## src/rtl/chacha_stream_ctrl.sv

```systemverilog
// Sequencer for a combinational ChaCha20 block core: builds the 512-bit input
// state, waits CORE_LAT cycles for the core to settle, and streams keystream blocks.
module chacha_stream_ctrl #(
  parameter int CORE_LAT = 2
) (
  input  logic         clk,
  input  logic         rst,
  input  logic         start,
  input  logic         abort,
  input  logic [255:0] key,
  input  logic [95:0]  nonce,
  input  logic [31:0]  ctr_init,
  input  logic [15:0]  num_blocks,
  output logic [511:0] core_state_in,
  input  logic [511:0] core_state_out,
  output logic [511:0] ks_data,
  output logic         ks_valid,
  input  logic         ks_ready,
  output logic         ks_last,
  output logic         busy,
  output logic         done,
  output logic         err_wrap
);

  localparam logic [127:0] SIGMA = {32'h61707865, 32'h3320646e, 32'h79622d32, 32'h6b206574};
  localparam logic [3:0]   LAT   = 4'(CORE_LAT);

  typedef enum logic [1:0] {IDLE, SETTLE, OUT} state_t;

  state_t      state_q, state_d;
  logic [3:0]  wait_q;
  logic [31:0] ctr_q;
  logic [15:0] rem_q;

  logic accept, load, capture, reload, finish, wrap;

  always_ff @(posedge clk or posedge rst) begin
    if (rst) state_q <= IDLE;
    else     state_q <= state_d;
  end

  // NOTE: every signal written here gets a default first, so no path can leave
  // one unassigned and synthesis never has to infer a latch to hold it.
  always_comb begin
    state_d = state_q;
    accept  = 1'b0;
    load    = 1'b0;
    capture = 1'b0;
    reload  = 1'b0;
    finish  = 1'b0;
    wrap    = 1'b0;
    case (state_q)
      IDLE: begin
        if (start && !abort) begin
          accept = 1'b1;
          if (num_blocks != 16'd0) begin
            load    = 1'b1;
            state_d = SETTLE;
          end
        end
      end
      SETTLE: begin
        if (abort) begin
          state_d = IDLE;
        end else if (wait_q == 4'd1) begin
          capture = 1'b1;
          state_d = OUT;
        end
      end
      OUT: begin
        if (abort) begin
          state_d = IDLE;
        end else if (ks_ready) begin
          if (rem_q == 16'd1) begin
            finish  = 1'b1;
            state_d = IDLE;
          end else if (ctr_q == 32'hFFFF_FFFF) begin
            // Incrementing would silently reuse counter 0, so stop and flag it.
            wrap    = 1'b1;
            finish  = 1'b1;
            state_d = IDLE;
          end else begin
            reload  = 1'b1;
            state_d = SETTLE;
          end
        end
      end
      default: state_d = IDLE;
    endcase
  end

  // NOTE: registered state uses non-blocking assignments so every register
  // samples the pre-edge values, independent of statement order.
  always_ff @(posedge clk or posedge rst) begin
    if (rst) begin
      core_state_in <= '0;
      ks_data       <= '0;
      ks_valid      <= 1'b0;
      done          <= 1'b0;
      err_wrap      <= 1'b0;
      wait_q        <= '0;
      ctr_q         <= '0;
      rem_q         <= '0;
    end else begin
      done     <= finish | (accept & (num_blocks == 16'd0));
      ks_valid <= (state_d == OUT);

      if (accept) begin
        err_wrap <= 1'b0;
        ctr_q    <= ctr_init;
        rem_q    <= num_blocks;
      end
      if (wrap) err_wrap <= 1'b1;

      if (load) begin
        core_state_in <= {SIGMA, key, ctr_init, nonce};
        wait_q        <= LAT;
      end else if (reload) begin
        // Only word 12 changes between blocks of a job.
        core_state_in[127:96] <= ctr_q + 32'd1;
        ctr_q                 <= ctr_q + 32'd1;
        rem_q                 <= rem_q - 16'd1;
        wait_q                <= LAT;
      end else if (state_q == SETTLE) begin
        wait_q <= wait_q - 4'd1;
      end

      if (capture) ks_data <= core_state_out;
    end
  end

  assign busy    = (state_q != IDLE);
  assign ks_last = ks_valid & (rem_q == 16'd1);

endmodule

```

## config.mk

```make
export PLATFORM = sky130hd
export DESIGN_NAME = chacha_stream_ctrl
export DESIGN_NICKNAME = d
export VERILOG_FILES = /design/src/rtl/chacha_stream_ctrl.sv
export SDC_FILE = /design/constraint.sdc
export NUM_CORES = 2
export LEC_CHECK = 0
export BUFFER_PORTS_ARGS = -buffer_cell sky130_fd_sc_hd__buf_2
export CORE_AREA = 2 2 749 751
export CTS_CLUSTER_SIZE = 40
export DETAILED_ROUTE_END_ITERATION = 7
export DIE_AREA = 0 0 751 753
export SYNTH_ARGS = -nofsm -noshare
export SYNTH_HDL_FRONTEND = slang
export SYNTH_SLANG_ARGS = --single-unit
```

## constraint.sdc

```tcl
create_clock -name clk -period 48.9 [get_ports clk]
set_input_delay 12.225 -clock clk [delete_from_list [all_inputs] [get_ports clk]]
set_output_delay 12.225 -clock clk [all_outputs]
set_load 0.005 [all_outputs]
```

==> impl_metrics.csv <==
group,metric,value,unit
synthesis,synth_fa_ha_area_frac,0.001656,
worst_setup_path,crit_end,"ks_data[232]$_DFFE_PP0P_",
detailed_routing,wl_per_cell,32.62,um
detailed_routing,remaining_drc_errors,0,
detailed_routing,via_per_inst,2.764,
floorplanning,pin_count,1946,
global_routing,gr-max-usage-layer,"met2",
cells_and_area,fillCellCount,64434,
worst_setup_path,path_max_fanout,70,
timing,fin_skew,95.80,ps
synthesis,synth_mux_area_frac,0.1526,
floorplanning,fp.dieH,753,um
worst_setup_path,reg2reg_from,"wait_q[1]$_DFFE_PP0P_",
detailed_routing,first_iter_violations,2689,
cts,clk_latency,900,ps
global_routing,grt_pass1_wl,491200,um
cts,cts_resized,0,
synthesis,avgSynthCellArea,11.73,um^2
floorplanning,die-area,565500,um^2
synthesis,syn-instance-count,3220,
synthesis,synth-seq-cells,954,
run_status,outcome,"complete, no violations",
placement,routabilityCongestion,1.038,
synthesis,synthDistinctLibCells,60,
cts,cts_setup_buffers,0,
timing,hold-worst-slack,466.0,ps
placement,port_buffers,1873,
timing,hold_violations,0,
synthesis,synth-xor-area-share,0.006723,
worst_setup_path,critPathRequiredTime,49580,ps
timing,worst_pin_slew,1276,ps
timing,max_slew_margin,0.1487,
worst_setup_path,r2r_end,"ks_data[232]$_DFFE_PP0P_",
cells_and_area,syn2layout_area_growth,60.83,%
worst_setup_path,crit_type,"input port to flop",
floorplanning,num_rows,275,
global_routing,met1_usage,0.1515,
global_routing,grt_max_degree,119,
synthesis,synth_top_flop_cell,"dfrtp_1",
power_and_ir_drop,ir_drop,0.00003085,V
timing,fin_tns_setup,0,ps
run,cap_violations,0,
floorplanning,fp.dieW,751,um
synthesis,synthSimpleGateAreaFrac,0.1354,
floorplanning,initial_utilization,0.06765,
detailed_routing,wirelength,418300,um
floorplanning,core,558400,um^2
cts,cts_hold_buf,0,
global_routing,overflow,0,
synthesis,ys_seq_area_frac,0.6319,
global_routing,grt_pass1_vias,34071,
worst_setup_path,cp_top_family,"buffers and inverters",
worst_setup_path,end_kind,"flop",
worst_setup_path,critical_path.cell_chain,"buf_2 > nor3b_2 > buf_4 > buf_4 > buf_4 > buf_4 > buf_4 > buf_4 > buf_4 > mux2_2",
power_and_ir_drop,power_density,63.26,nW/um^2
synthesis,syn-cell-area,37780,um^2
global_routing,globalRouteMet2Util,0.2071,
timing,rsz0062_at_grt,"no",
global_routing,use_met3,0.1107,
cts,cts_buffer_depth,4,
worst_setup_path,path_buf_inv,8,
cts,cts_max_level,4,
cts,clkTransAtPathRegs,50,ps
cts,numCtsBuffers,142,
cts,cts_tree,"done",
timing,report.final.slew_viol_count,0,
power_and_ir_drop,p_leak,29.00,nW
worst_setup_path,critPathArrivalTime,18100,ps
worst_setup_path,worst-path-stages,10,
cells_and_area,finalNetCount,5985,
cells_and_area,multi_input_area,12480,um^2
placement,hpwl,371700,um
worst_setup_path,r2r_setup_slack,42100,ps
synthesis,synth_top_family_by_area,"multiplexers",
worst_setup_path,rr_worst_depth,12,
cts,cts.sinks,954,
hold_path,hold_class,"flop to flop",
worst_setup_path,cpMostUsedCell,"buf_4",
synthesis,yosys_warnings,0,
cells_and_area,area.sequential,23870,um^2
synthesis,synth_compound_area_frac,0.02567,
worst_setup_path,critPathSlowestCell,"buf_4",
synthesis,synth_edf_count,0,
detailed_routing,vias,35441,
detailed_routing,ant_nets,0,
worst_setup_path,cp_slowest_stage_delay,910,ps
timing,min_period,17420,ps
global_routing,grt_usage,0.1416,
worst_setup_path,setup.worst_path.start,"abort",
worst_setup_path,crit_path_start_kind,"input port",
timing,max_freq,57.39,MHz
synthesis,synthArstFlopShare,1.000,
detailed_routing,drt_pass1_iterations,5,
timing,fin_crit_sh,0.3563,
cts,cts-root-buf,"clkbuf_16",
global_routing,grt_antenna_before_repair,458,
cells_and_area,drive_above_1_share,0.5166,
timing,setup_viol,0,
## flip-flops by register name (all words and copies together) (netlist names)
name           cells
wait_q             4
err_wrap           1
core_state_in    385
state_q            2
done               1
ctr_q             32
ks_data          512
ks_valid           1
rem_q             16
## Yosys cell counts (3+ instances only)
master / instances / area (um^2)
nor3_1: 22 / 110.1
o211ai_1: 7 / 52.55
xor2_1: 8 / 70.07
ha_1: 5 / 62.56
o22ai_1: 9 / 56.30
a21oi_1: 16 / 80.08
mux2_2: 512 / 5766
dfrtp_1: 954 / 23870
nand2_1: 1100 / 4129
nor4_1: 10 / 62.56
and2_1: 7 / 43.79
nand3_1: 33 / 165.2
and4_1: 6 / 52.55
a221o_1: 36 / 360.4
nand2b_1: 3 / 18.77
and3_1: 12 / 75.07
buf_1: 3 / 11.26
a211oi_1: 3 / 22.52
nor2_1: 55 / 206.5
buf_4: 131 / 983.4
xnor2_1: 21 / 183.9
o21ai_1: 7 / 35.03
o21a_1: 7 / 52.55
o21ai_0: 14 / 70.07
a32oi_1: 3 / 26.28
o32ai_1: 3 / 26.28
clkbuf_1: 95 / 356.6
nor3b_1: 5 / 37.54
o221ai_1: 3 / 26.28
nand4_1: 11 / 68.82
a22oi_1: 6 / 45.04
buf_2: 60 / 300.3
inv_1: 20 / 75.07
## kinds of logic after synthesis
group           Yosys count
xor+xnor                 29
simple gates           1281
compound gates          128
other cells               1
fa+ha+maj                 5
buf+inv                 310
mux                     512
flops                   954
## power by group
part	switching (mW)	internal, mW	total, mW	leakage, nW
clock	0.440	0.651	1.09	2.34
sequential	0.221	1.10	1.32	12.1
combinational	0.987	0.442	1.43	14.6
total	1.65	2.19	3.84	29.0
## placed cells by master, fill, tap and decap left out, types with 5 or more instances in the layout
master | netlist | layout
a21oi_1 | 16 | 16
clkinv_4 | 0 | 7
clkbuf_1 | 95 | 28
conb_1 | 1 | 72
clkbuf_8 | 0 | 28
a221o_1 | 36 | 36
clkinvlp_4 | 0 | 6
nor2_1 | 55 | 54
bufinv_16 | 0 | 12
o21a_1 | 7 | 7
nor4_1 | 10 | 10
nand3_1 | 33 | 33
xor2_1 | 8 | 8
inv_1 | 20 | 19
dfrtp_1 | 954 | 954
and3_1 | 12 | 12
xnor2_1 | 21 | 21
a22oi_1 | 6 | 6
mux2_2 | 512 | 512
buf_4 | 131 | 43
nand2_1 | 1100 | 1099
o211ai_1 | 7 | 7
nor3_1 | 22 | 22
buf_2 | 60 | 1873
diode_2 | 0 | 175
clkinv_2 | 0 | 12
o21ai_1 | 7 | 7
ha_1 | 5 | 5
o21ai_0 | 14 | 14
nand4_1 | 11 | 11
and2_1 | 7 | 6
o22ai_1 | 9 | 9
inv_6 | 0 | 9
clkbuf_16 | 0 | 144
and4_1 | 6 | 6
## layout make-up
type | count | area share
Antenna cell | 175 | 0.007207
Clock buffer | 200 | 0.06737
Clock inverter | 51 | 0.01159
Inverter | 20 | 0.001359
Multi-Input combinational cell | 2027 | 0.2054
Sequential cell | 954 | 0.3929
Tap cell | 7479 | 0.1540
Timing Repair Buffer | 1918 | 0.1602
## worst min-delay path: stages, from the launching register on
cell     delay (ps)
dfrtp_1         330
nand2_1          50
nand2_1          50
## worst min-delay path by stage
stage | endpoint | from | cells past startpoint | slack, ps
floorplan | core_state_in[0]$_DFFE_PP0P_ | core_state_in[0]$_DFFE_PP0P_ | 2 | 470
global placement | core_state_in[350]$_DFFE_PP0P_ | core_state_in[350]$_DFFE_PP0P_ | 2 | 450
detailed placement | core_state_in[173]$_DFFE_PP0P_ | core_state_in[173]$_DFFE_PP0P_ | 2 | 460
CTS | core_state_in[174]$_DFFE_PP0P_ | core_state_in[174]$_DFFE_PP0P_ | 2 | 470
global route | core_state_in[306]$_DFFE_PP0P_ | core_state_in[306]$_DFFE_PP0P_ | 2 | 490
finish | core_state_in[186]$_DFFE_PP0P_ | core_state_in[186]$_DFFE_PP0P_ | 2 | 470
## through the flow
stage	instances	total power [mW]	instance area (um^2)	utilization	setup WS (ps)
floorplan	3291	1.648	38050	-	9843
global placement	12398	2.770	55530	0.09943	30730
detailed placement	12398	2.777	55530	0.09943	30710
CTS	12649	3.911	60330	0.1080	31610
global route	12774	4.066	60640	0.1086	31290
finish	12824	3.844	60760	0.1088	31480
## metal layers
layer / up-vias / wire length (um)
met5: - / 753
met4: 110 / 18830
met2: 2552 / 172400
met1: 17349 / 152300
met3: 1032 / 73980
li1: 14398 / -
No activity file was read; power rests on OpenSTA's default activity.
